===== config.mk =====
export PLATFORM = sky130hd
export DESIGN_NAME = fetch_unit
export DESIGN_NICKNAME = d
export VERILOG_FILES = /design/src/rtl/fetch_unit.sv
export SDC_FILE = /design/constraint.sdc
export NUM_CORES = 1
export LEC_CHECK = 0
export ABC_AREA = 1
export CORE_MARGIN = 3
export CORE_UTILIZATION = 25
export CTS_CLUSTER_DIAMETER = 150
export DETAILED_ROUTE_END_ITERATION = 16
export DONT_BUFFER_PORTS = 1
export HOLD_SLACK_MARGIN = 0.12
export PLACE_DENSITY_LB_ADDON = 0.08
export SLEW_MARGIN = 20
export SYNTH_ARGS = -nofsm -noshare
export SYNTH_HDL_FRONTEND = slang
export SYNTH_SLANG_ARGS = --single-unit

===== constraint.sdc =====
create_clock -name clock -period 3.7 [get_ports clock]
set_input_delay 0.37 -clock clock [delete_from_list [all_inputs] [get_ports clock]]
set_output_delay 0.37 -clock clock [all_outputs]
set_load 0.005 [all_outputs]

===== src/rtl/fetch_unit.sv =====
// Instruction fetch stage: drives a single-outstanding-request instruction memory and
// loads the IF/ID register, with hold buffering for stalls and squashing on redirect/flush.
module fetch_unit #(
  parameter int unsigned ADDR_W = 11,
  parameter int unsigned DATA_W = 32
) (
  input  logic              clock,
  input  logic              reset,
  input  logic              stall,
  input  logic              flush,
  input  logic              redirect,
  input  logic [ADDR_W-1:0] redirect_addr,
  output logic              imem_req,
  output logic [ADDR_W-1:0] imem_addr,
  input  logic              imem_ack,
  input  logic [DATA_W-1:0] imem_data,
  output logic [DATA_W-1:0] if_instr,
  output logic [ADDR_W-1:0] if_pc_next,
  output logic              if_valid
);

  typedef enum logic [1:0] {StIdle, StReq, StKill, StHold} state_e;

  state_e            state;
  logic              req;
  logic [ADDR_W-1:0] pc;
  logic [ADDR_W-1:0] req_addr;
  logic [ADDR_W-1:0] req_inc;
  logic [DATA_W-1:0] buf_instr;
  logic [ADDR_W-1:0] buf_pcn;

  // Wraps modulo 2^ADDR_W by construction.
  assign req_inc   = req_addr + ADDR_W'(1);
  assign imem_req  = req;
  assign imem_addr = req_addr;

  always_ff @(posedge clock or negedge reset) begin
    if (!reset) begin
      state      <= StIdle;
      req        <= 1'b0;
      pc         <= '0;
      req_addr   <= '0;
      buf_instr  <= '0;
      buf_pcn    <= '0;
      if_instr   <= '0;
      if_pc_next <= '0;
      if_valid   <= 1'b0;
    end else begin
      case (state)
        StIdle: begin
          state    <= StReq;
          req      <= 1'b1;
          req_addr <= pc;
        end

        StReq: begin
          if (redirect) begin
            if_valid <= 1'b0;
            pc       <= redirect_addr;
            if (imem_ack) begin
              req_addr <= redirect_addr;
            end else begin
              state <= StKill;
            end
          end else if (flush) begin
            if_valid <= 1'b0;
            if (imem_ack) begin
              pc       <= req_inc;
              req_addr <= req_inc;
            end
          end else if (stall) begin
            if (imem_ack) begin
              buf_instr <= imem_data;
              buf_pcn   <= req_inc;
              pc        <= req_inc;
              req       <= 1'b0;
              state     <= StHold;
            end
          end else if (imem_ack) begin
            if_instr   <= imem_data;
            if_pc_next <= req_inc;
            if_valid   <= 1'b1;
            pc         <= req_inc;
            req_addr   <= req_inc;
          end else begin
            if_valid <= 1'b0;
          end
        end

        StKill: begin
          // The stale request must complete before the new target can be issued.
          if (redirect) pc <= redirect_addr;
          if (redirect || flush || !stall) if_valid <= 1'b0;
          if (imem_ack) begin
            state    <= StReq;
            req_addr <= redirect ? redirect_addr : pc;
          end
        end

        StHold: begin
          if (redirect) begin
            if_valid <= 1'b0;
            pc       <= redirect_addr;
            req_addr <= redirect_addr;
            req      <= 1'b1;
            state    <= StReq;
          end else if (flush) begin
            if_valid <= 1'b0;
            req_addr <= pc;
            req      <= 1'b1;
            state    <= StReq;
          end else if (!stall) begin
            if_instr   <= buf_instr;
            if_pc_next <= buf_pcn;
            if_valid   <= 1'b1;
            req_addr   <= pc;
            req        <= 1'b1;
            state      <= StReq;
          end
        end

        default: begin
          state <= StIdle;
          req   <= 1'b0;
        end
      endcase
    end
  end

endmodule


* Word level (Yosys, flattened, before mapping)
Cells that the tools add are included.
Operators by class: $mul 0, eq/ne operators 20, mux-type cells 55, reductions and logical operators 16, divide/modulo/power cells 0, order comparisons 0, $add $sub $neg 1, shifts and indexed selects 0, bitwise gates (word level) 2
Operators by type and width (count):
- two-way mux 32 bit | 7
- two-way mux 11 bit | 18
- one-hot mux 32 bit (2 select lines) | 1
- one-hot mux 11 bit (2 select lines) | 2
- one-hot mux 11 bit (4 select lines) | 1
- inequality test 2 bit (second input constant) | 10
- two-way mux 2 bit | 9
- inequality test 3 bit (second input constant) | 5
- two-way mux 1 bit | 14
- AND reduction 6 bit | 2
- adder 11 x 1 -> 11 bit (second input constant) | 1
- inequality test 4 bit (second input constant) | 2
- one-hot mux 2 bit (4 select lines) | 1
- AND reduction 4 bit | 2
- AND reduction 8 bit | 1
- one-hot mux 1 bit (3 select lines) | 2
- nonzero test 3 bit | 2
- AND reduction 5 bit | 1
- equality test 2 bit (second input constant) | 2
- nonzero test 2 bit | 2
- equality test 2 x 1 -> 1 bit (second input constant) | 1
- zero test 2 bit | 1
- logical OR 1 bit | 2
- inverter 1 bit | 2
- 3 further kinds | 3
Storage, ports and cells: bits in read-only memories 0, latch bits 0, output and inout port bits 56, logic and storage cells 103, input bits 49, bits in writable memories 0, memories 0, register bits after elaboration 112

* Depth between registers and ports, before layout
Gate-level depths: netlist of the first run.
depth in word-level cells 6, depth in mapped cells 12, gate-level depth less buffers 12

* Worst setup path before layout of the first run
Ideal clock, no wire load.
path type reg-to-reg, from register state[1], to register if_pc_next[2], clock period less this slack 1.605 ns, data arrival time 1.486 ns, required time 3.581 ns, stages on the path, launching flop included 11, setup slack 2.095 ns, setup time 0.119 ns, path buffers 2, cell sequence dfrtp_1 inv_1 ha_1 inv_2 nor2_4 inv_2 nand3_2 inv_2 buf_6 buf_4 o21a_1
Between the ends: cells in the longest elaborated chain, start to end 3, elaborated cells on any way between the ends 12, those cells by class eq/ne (9); mux (1); reduce/logical (2)
Ends and longest elaborated chain:
- start, declared | line 24 | state_e state;
- start signal, assigned | line 39 | state <= StIdle;
- start signal, assigned | line 51 | state <= StReq;
- start signal, assigned | line 63 | state <= StKill;
- equality test 2 x 1 -> 1 bit / equality test 2 bit (equally long branches) | line 49 | case (state)
- inequality test 2 bit (no line) / nonzero test 2 bit (equally long branches)
- AND reduction 8 bit (no line)
- end signal, assigned | line 81 | if_pc_next <= req_inc;
- end signal, assigned | line 114 | if_pc_next <= buf_pcn;
- end, declared | line 18 | output logic [ADDR_W-1:0] if_pc_next,
Parallel ways exist; a longest one is shown, timed or not. A chain may end at the register's enable or synchronous reset.

* Worst setup path in the final report of the first run
from register state[1], to register if_instr[27]
Between the ends: cells in the longest elaborated chain, start to end 3, elaborated cells on any way between the ends 12, those cells by class eq/ne (9); mux (1); reduce/logical (2)
Ends and longest elaborated chain:
- equality test 2 x 1 -> 1 bit / equality test 2 bit (equally long branches) | line 49
- inequality test 2 bit (no line) / nonzero test 2 bit (equally long branches)
- AND reduction 8 bit (no line)
- end signal, assigned | line 80 | if_instr <= imem_data;
- end signal, assigned | line 113 | if_instr <= buf_instr;
- end, declared | line 17 | output logic [DATA_W-1:0] if_instr,
Parallel ways exist; a longest one is shown, timed or not.

==> flow_summary.json, run 1 <==
{
  "status": "finished clean",
  "crit_cells": 9,
  "critPathSlowestCell": "ha_1",
  "die_h_um": 154,
  "cts_tree": "done",
  "die-area_sq_um": 23600,
  "netlist_instances": 712,
  "synthArstFlopShare_pct": 100,
  "crit_path_frequent_cell": "inv_2",
  "yosys_warnings": 0,
  "rsz0062_at_grt": "no",
  "hold_violations": 0,
  "areaGrowthSynthToFinish_pct": 13.0,
  "crit_type": "flop to flop",
  "finClkSkew_ps": 13.1,
  "ios": 105,
  "crit_start": "state[1]",
  "ys_types": 31,
  "start_util_pct": 25.6,
  "startpoint_type": "flop",
  "yosys-top-cells-count": "314 x nand2_1, 112 x dfrtp_1, 83 x nor2_1",
  "diodes": 0,
  "timing.final.crit_share_pct": 76.9,
  "avgSynthCellArea_sq_um": 7.64,
  "required_ps": 3970,
  "overflow": 0,
  "max_cap_viol_count": 0,
  "clk_latency_ps": 350,
  "grt_pass1_vias": 4339,
  "grtUsageTotal_pct": 13.6,
  "dp.cells": 957,
  "cts_root_buf": "clkbuf_16",
  "multi_input_area_sq_um": 2360,
  "path_max_fanout": 31,
  "period_minus_slack_ps": 2840,
  "maxSlewHeadroom_pct": 44.1,
  "wire_per_inst_um": 16.0,
  "clockBufferDepth": 2,
  "portBuffers": 0,
  "regToRegSetupSlack_ps": 860,
  "cts_sinks": 112,
  "ant_nets": 0,
  "yosysMostFrequentCell": "nand2_1",
  "cp_num_buf_inv": 4,
  "antenna_found_initial": 0,
  "synthesis.nets": 766,
  "netlist.area_leader.share_pct": 51.5,
  "drt_iter0_drc": 272,
  "post_drt_via_cell_ratio": 4.58,
  "crit_path_end": "if_instr[27]",
  "hold-worst-slack_ps": 139,
  "crit_arrival_ps": 3110,
  "core.rowCount": 53,
  "cpPeakStageDelay_ps": 520,
  "drt_wl_total_mm": 15.8,
  "die_x_um": 154,
  "core_sq_um": 21200,
  "drv_slew": 0,
  "yosysTopAreaCell": "dfrtp_1",
  "seqCellArea_sq_um": 2800,
  "tightest_slew_ps": 837,
  "grt_max_degree": 113,
  "fillCellCount": 2286,
  "synth_ff_type": "dfrtp_1",
  "cts-htree-levels": 3,
  "p_per_area_nw_per_um2": 854,
  "crit_family": "buffers and inverters",
  "p_leak_uw": 0.00291,
  "holdCritPathClass": "input pin to flop",
  "cts_buffers": 9,
  "synth.area.top_cells": "dfrtp_1 52%, nand2_1 22%, nor2_1 5.7%",
  "cts.clk_slew.worst_paths_ps": 90,
  "syn-cell-area_sq_um": 5440,
  "drtPass1Iterations": 4,
  "ir_drop_v": 0.000270,
  "endpoint_kind": "flop",
  "setup_viol": 0,
  "nets": 764,
  "r2r_start": "state[1]",
  "drive_gt1_share_pct": 5.45,
  "grt_pass1_wl_mm": 25.7,
  "worstRegToRegCells": 9,
  "synth_edf_count": 0,
  "crit_chain": "inv_1, ha_1, inv_2, a21oi_1, nand3_2, inv_2, buf_4, nor2_1, a31oi_1",
  "cts_setup_buffers": 0,
  "max_freq_ghz": 0.352,
  "r2r-end": "if_instr[27]",
  "hpwlAfterDp_mm": 10.3,
  "drcViolationCount": 0,
  "vias": 4532,
  "gp_congestion": 0.766,
  "ys_ff_latch": 112,
  "ys_seq_area_share_pct": 51.5,
  "finalNonFillerCells": 990,
  "fin_setup_tns_ps": 0
}
-- flip-flops by register name (all words and copies together), names as in the netlist --
| signal | count |
|---|---|
| if_pc_next | 11 |
| imem_req | 1 |
| imem_addr | 11 |
| if_instr | 32 |
| pc | 11 |
| if_valid | 1 |
| state | 2 |
| buf_pcn | 11 |
| buf_instr | 32 |
-- final cells by class --
class / instances / area share (%)
sequential: 112 / 45.6
multi-input combinational: 536 / 38.4
tap: 275 / 5.60
timing repair buffer: 23 / 3.78
clock buffer: 9 / 3.66
inverter: 28 / 1.71
clock inverter: 7 / 1.30
-- worst min path at each step --
stage	startpoint	end	slack (ps)	cells after the start
2_1_floorplan	reset	buf_instr[0]	70	0
3_3_place_gp	reset	buf_instr[13]	80	0
3_5_place_dp	reset	if_instr[13]	80	0
4_1_cts	imem_data[24]	buf_instr[24]	120	2
5_1_grt	imem_data[24]	buf_instr[24]	120	2
6_report	imem_data[6]	buf_instr[6]	140	2
-- stage by stage --
step	cell area [sq um]	total power, uW	util, %	worst slack, ps
6_report	6150	5250	29.0	856
5_1_grt	6150	5800	29.0	536
4_1_cts	6150	5370	29.0	814
3_5_place_dp	5660	4260	26.7	846
3_3_place_gp	5660	4220	26.7	925
2_1_floorplan	5440	3670	-	2090
-- repair_timing --
item / CTS / global route
hold buffers: 17 / 0
gates resized for setup: 0 / 0
endpoints found under the hold margin: 127 / 0
-- cells in the final DEF (no fill, tap or decap), types with 2 or more instances in the layout --
cell             n
nand2_1        314
dfrtp_1        112
nor2_1          83
a31oi_1         36
a21oi_1         35
o21ai_0         24
inv_1           20
dlygate4sd3_1   16
clkbuf_16        9
inv_2            8
nand3_1          7
buf_4            6
o21a_1           5
o21ai_1          4
ha_1             4
nor2_2           2
nor2_4           2
o31ai_1          2
nand3_2          2
and2_1           2
nand3b_1         2
o21bai_1         2
xor2_1           2
a22oi_1          2
clkinv_4         2
-- metal layers --
layer | GRT usage, % | share of wire, %
met1 | 19.2 | 47
met2 | 20.4 | 45
met3 | 3.63 | 6.3
met4 | 3.95 | 0.98
met5 | 0 | 0
-- worst register-to-register path, stage by stage (launching register included) --
cell,delay (ps)
dfrtp_1,420
inv_1,90
ha_1,520
inv_2,180
a21oi_1,210
nand3_2,260
inv_2,440
buf_4,390
nor2_1,80
a31oi_1,160
-- power breakdown --
| group | leakage [uW] | internal [uW] | switching, uW |
|---|---|---|---|
| logic | 0.00141 | 655 | 1210 |
| clock network | 0.000148 | 535 | 494 |
| registers | 0.00136 | 1840 | 516 |
| total | 0.00291 | 3030 | 2220 |
-- kinds of logic (layout without fill, tap and decap cells) --
logic type                 Yosys count  after routing  synth area share [%]
and+or+nand+nor                    414            414                  29.5
buffers and inverters               64             67                  5.24
xor gates and xnor gates             2              2                 0.322
DFF                                112            112                  51.5
adders and majority gates            5              5                  1.15
AOI/OAI and AO/OA                  115            115                  12.3
No activity file was read; power rests on OpenSTA's default activity.
==> run 2: changes to the inputs <==
- clock period: 3.7 -> 2.7 ns (I/O delays scaled with it)
==> run 2 against run 1 <==
Effect of this change:
- the flow now finishes with violations (hold timing)
- sequential share of layout area fell by 1.6 points
- design area rose by 3.7%
- via count rose by 1.9%
- critical path depth fell by 1
- first-iteration DRC count rose by 27%
- clock-buffer cell count did not move
- sequential power rose by 37%
- fmax rose by 40%
- total power rose by 40%
- critical endpoint is now imem_addr[3]
- largest power group unchanged
==> flow_summary.json, run 2 (synthesis results as in run 1) <==
{
  "drt_wl_total_mm": 16.0,
  "diodes": 0,
  "die-area_sq_um": 23600,
  "crit_chain": "ha_2, inv_2, nand2_1, nand2_1, nand3_2, inv_1, o21ai_0, o21ai_0",
  "p_leak_uw": 0.00301,
  "drtPass1Iterations": 5,
  "final_common_cell": "nand2_1",
  "p_per_area_nw_per_um2": 1150,
  "ir_drop_v": 0.000364,
  "path_max_fanout": 17,
  "gp_congestion": 0.757,
  "post_cts_resized": 0,
  "rsz0062_at_grt": "no",
  "nets": 785,
  "cpPeakStageDelay_ps": 420,
  "post_drt_via_cell_ratio": 4.57,
  "crit_arrival_ps": 2310,
  "cts_tree": "done",
  "core.rowCount": 53,
  "r2r-end": "imem_addr[3]",
  "max_cap_viol_count": 0,
  "drv_slew": 0,
  "final_area_sq_um": 6380,
  "wire_per_inst_um": 15.9,
  "timing.final.crit_share_pct": 75.0,
  "antenna_found_initial": 0,
  "startpoint_type": "flop",
  "grt_pass1_vias": 4570,
  "finalPower_uw": 7370,
  "cts.clk_slew.worst_paths_ps": 80,
  "maxSlewHeadroom_pct": 45.1,
  "cts-htree-levels": 3,
  "cts_root_buf": "clkbuf_16",
  "grt_max_degree": 113,
  "finalNonFillerCells": 1011,
  "overflow": 0,
  "ant_nets": 0,
  "hold_violations": 112,
  "fillCellCount": 2275,
  "tightest_slew_ps": 822,
  "cts_setup_buffers": 0,
  "cts_sinks": 112,
  "period_minus_slack_ps": 2030,
  "start_util_pct": 25.6,
  "hold-worst-slack_ps": -408,
  "max_freq_ghz": 0.494,
  "setup_viol": 0,
  "status": "finished, violations left",
  "grt_pass1_wl_mm": 26.2,
  "crit_type": "flop to flop",
  "die_x_um": 154,
  "endpoint_kind": "flop",
  "cts_buffers": 9,
  "worstRegToRegCells": 8,
  "ios": 105,
  "violations": "hold timing",
  "place_area_sq_um": 5720,
  "grtUsageTotal_pct": 13.9,
  "cts_hold_buf": 33,
  "critPathSlowestCell": "dfrtp_1",
  "required_ps": 2980,
  "largestRegisters": "buf_instr x32, if_instr x32",
  "layout_common_cells": "314 x nand2_1, 112 x dfrtp_1, 83 x nor2_1",
  "r2r_start": "state[0]",
  "vias": 4619,
  "core_sq_um": 21200,
  "drcViolationCount": 0,
  "regToRegSetupSlack_ps": 670,
  "portBuffers": 0,
  "holdCritPathClass": "input pin to async pin",
  "clk_latency_ps": 360,
  "finClkSkew_ps": 9.53,
  "die_h_um": 154,
  "drive_gt1_share_pct": 5.84,
  "drt_iter0_drc": 346,
  "clockBufferDepth": 2,
  "areaGrowthSynthToFinish_pct": 17.2,
  "fin_setup_tns_ps": 0,
  "dp.cells": 962,
  "hpwlAfterDp_mm": 10.8
}
==> run 2: changes by cell type in the layout (fill, tap and decap cells not counted), sizes merged <==
cell	change
dlygate4sd3	+17
buf	+4
clkinv	-1
bufinv	+1
==> run 2: layout make-up <==
cell class / count / area [sq um] / share of cell area [%]
timing repair buffer: 44 / 438 / 6.87
inverter: 28 / 105 / 1.65
tap: 275 / 344 / 5.39
clock inverter: 7 / 104 / 1.63
clock buffer: 9 / 225 / 3.53
sequential: 112 / 2800 / 43.9
multi-input combinational: 536 / 2360 / 37.0
==> run 2: how the worst max path moves through the flow <==
stage | to | depth (start not counted) | slack [ps] | start
floorplan | if_pc_next[2] | 10 | 1090 | state[1]
global placement | imem_addr[3] | 8 | 670 | state[0]
detailed placement | imem_addr[0] | 8 | 640 | state[0]
CTS | imem_addr[0] | 8 | 620 | state[0]
global route | imem_addr[3] | 8 | 420 | state[0]
finish | imem_addr[3] | 8 | 670 | state[0]
==> run 2: critical path: cells and delay by family, from the launching register on <==
family / cells / cell delay [ps]
buffers and inverters: 2 / 530
AND/OR/NAND/NOR: 3 / 510
flip-flops: 1 / 420
AO/OA/AOI/OAI: 2 / 260
adder cells (fa/ha/maj): 1 / 230
==> run 2: per-stage QoR <==
| stage | setup WS [ps] | util (%) |
|---|---|---|
| 6_report | 674 | 30.1 |
| 5_1_grt | 416 | 30.1 |
| 4_1_cts | 616 | 30.1 |
| 3_5_place_dp | 641 | 27.0 |
| 3_3_place_gp | 675 | 27.0 |
| 2_1_floorplan | 1090 | - |
==> run 2: power by group <==
part / total [uW] / leakage, uW / internal [uW] / switching, uW
sequential: 3240 / 0.00136 / 2530 / 712
combinational: 2610 / 0.00149 / 953 / 1660
clock: 1510 / 0.000159 / 829 / 686
total: 7370 / 0.00301 / 4310 / 3060
==> run 2: layer usage <==
metal | vias to the layer above | routed length (um) | track usage [%]
met5 | - | 0 | 0
met4 | 0 | 244 | 4.29
met3 | 16 | 1000 | 3.77
met2 | 114 | 7330 | 21.5
met1 | 2178 | 7470 | 19.0
li1 | 2311 | - | -
==> run 3: changes to the inputs <==
- clock period: 2.7 -> 2 ns (I/O delays scaled with it)
==> run 3 against run 2 <==
Effect of this change:
- the run still ends with hold timing left
- total power increased by 35%
- sequential share of layout area decreased by 0.68 points
- largest cell class unchanged
- routed wire length up 4.7%
- largest power group unchanged
==> flow_summary.json, run 3 (synthesis results as in run 1) <==
{
  "die_x_um": 154,
  "start_util_pct": 25.6,
  "hpwlAfterDp_mm": 10.7,
  "multi_input_area_sq_um": 2360,
  "required_ps": 2240,
  "portBuffers": 0,
  "crit_path_frequent_cell": "a21oi_1",
  "drt_iter0_drc": 337,
  "fin_util_pct": 30.5,
  "clk_latency_ps": 360,
  "pre_cts_ws_ps": 143,
  "finalPower_uw": 9960,
  "finClkSkew_ps": 12.0,
  "post_drt_via_cell_ratio": 4.58,
  "violations": "hold timing",
  "setup_slack_ps": 190,
  "grt_pass1_wl_mm": 26.6,
  "drtPass1Iterations": 4,
  "setup_viol": 0,
  "rsz0062_at_grt": "no",
  "p_leak_uw": 0.00306,
  "crit_chain": "inv_1, ha_2, inv_2, a21oi_1, nand3_2, buf_4, a21oi_1, o21ai_0, o21a_1",
  "clockBufferDepth": 2,
  "final_common_cell": "nand2_1",
  "period_minus_slack_ps": 1810,
  "ios": 105,
  "cts_root_buf": "clkbuf_16",
  "nets": 800,
  "layout_common_cells": "314 x nand2_1, 112 x dfrtp_1, 82 x nor2_1",
  "maxSlewHeadroom_pct": 63.0,
  "hold-worst-slack_ps": -477,
  "cts-htree-levels": 3,
  "max_cap_viol_count": 0,
  "crit_arrival_ps": 2050,
  "vias": 4700,
  "drt_wl_total_mm": 16.8,
  "areaGrowthSynthToFinish_pct": 19.1,
  "overflow": 0,
  "core.rowCount": 53,
  "drive_gt1_share_pct": 7.72,
  "die-area_sq_um": 23600,
  "cts_sinks": 112,
  "diodes": 0,
  "die_h_um": 154,
  "grt_pass1_vias": 4644,
  "path_max_fanout": 7,
  "crit_type": "flop to flop",
  "startpoint_type": "flop",
  "ant_nets": 0,
  "endpoint_kind": "flop",
  "largestRegisters": "buf_instr x32, if_instr x32",
  "grt_max_degree": 113,
  "grtUsageTotal_pct": 14.1,
  "status": "finished, violations left",
  "tightest_slew_ps": 555,
  "fillCellCount": 2282,
  "critPathSlowestCell": "dfrtp_1",
  "fin_setup_tns_ps": 0,
  "cts.clk_slew.worst_paths_ps": 80,
  "cts_tree": "done",
  "ir_drop_v": 0.000447,
  "wire_per_inst_um": 16.4,
  "gp_congestion": 0.756,
  "drv_slew": 0,
  "p_per_area_nw_per_um2": 1540,
  "antenna_found_initial": 0,
  "max_freq_ghz": 0.552,
  "hold_violations": 112,
  "drcViolationCount": 0,
  "timing.final.crit_share_pct": 90.5,
  "seqCellArea_sq_um": 2800,
  "cts_buffers": 9,
  "cts_hold_buf": 35,
  "holdCritPathClass": "input pin to async pin",
  "core_sq_um": 21200,
  "cpPeakStageDelay_ps": 420
}
run 3: metal layers:
metal  share of wire [%]  up-vias  global-route usage, %
met5                   0        -                      0
met4                 1.5        0                   4.46
met3                 6.5       15                   3.97
met2                  44      118                   21.2
met1                  48     2231                   19.7
li1                    -     2336                      -
run 3: report_power, final:
part           switching, uW  total [uW]  internal [uW]
registers                921        4330           3410
logic                   2370        3810           1430
clock network            924        1820            899
run 3: area by class of cell:
| class | instances | share of cell area [%] |
|---|---|---|
| Clock inverter | 6 | 0.772 |
| Sequential cell | 112 | 43.3 |
| Tap cell | 275 | 5.31 |
| Clock buffer | 10 | 3.69 |
| Inverter | 28 | 1.70 |
| Multi-Input combinational cell | 536 | 36.5 |
| Timing Repair Buffer | 59 | 8.77 |
run 3: path summary, 6_finish.rpt:
check / start / end / slack (ps) / cells after the start
setup / recovery: state[1] / if_pc_next[2] / 190 / 9
hold / removal: reset / buf_instr[13] / -480 / 0
setup reg to reg: state[1] / if_pc_next[2] / 190 / 9
hold reg to reg: buf_instr[2] / buf_instr[2] / 470 / 2
max in group asynchronous: reset / imem_addr[8] / 2320 / 0
min in group clock: redirect / pc[7] / 130 / 4
run 3: critical path: cells and delay by family (launching register included):
kind / cells / cell delay (ps)
buffers and inverters: 3 / 360
adder cells (fa/ha/maj): 1 / 210
flip-flops: 1 / 420
AND/OR/NAND/NOR: 1 / 160
AO/OA/AOI/OAI: 4 / 560
run 3: stage by stage:
step | hold WS [ps] | std cells | area (sq um)
4_1_cts | -491 | 1022 | 6410
6_report | -477 | 1026 | 6480
2_1_floorplan | -95.6 | 712 | 5440
3_3_place_gp | -92.4 | 971 | 5770
5_1_grt | -493 | 1026 | 6480
3_5_place_dp | -92.3 | 971 | 5770
run 3: timing repair:
action	CTS	global route
endpoints found under the hold margin	182	112
endpoints found under the setup margin	0	80
gates resized for setup	0	7
setup buffers	0	3
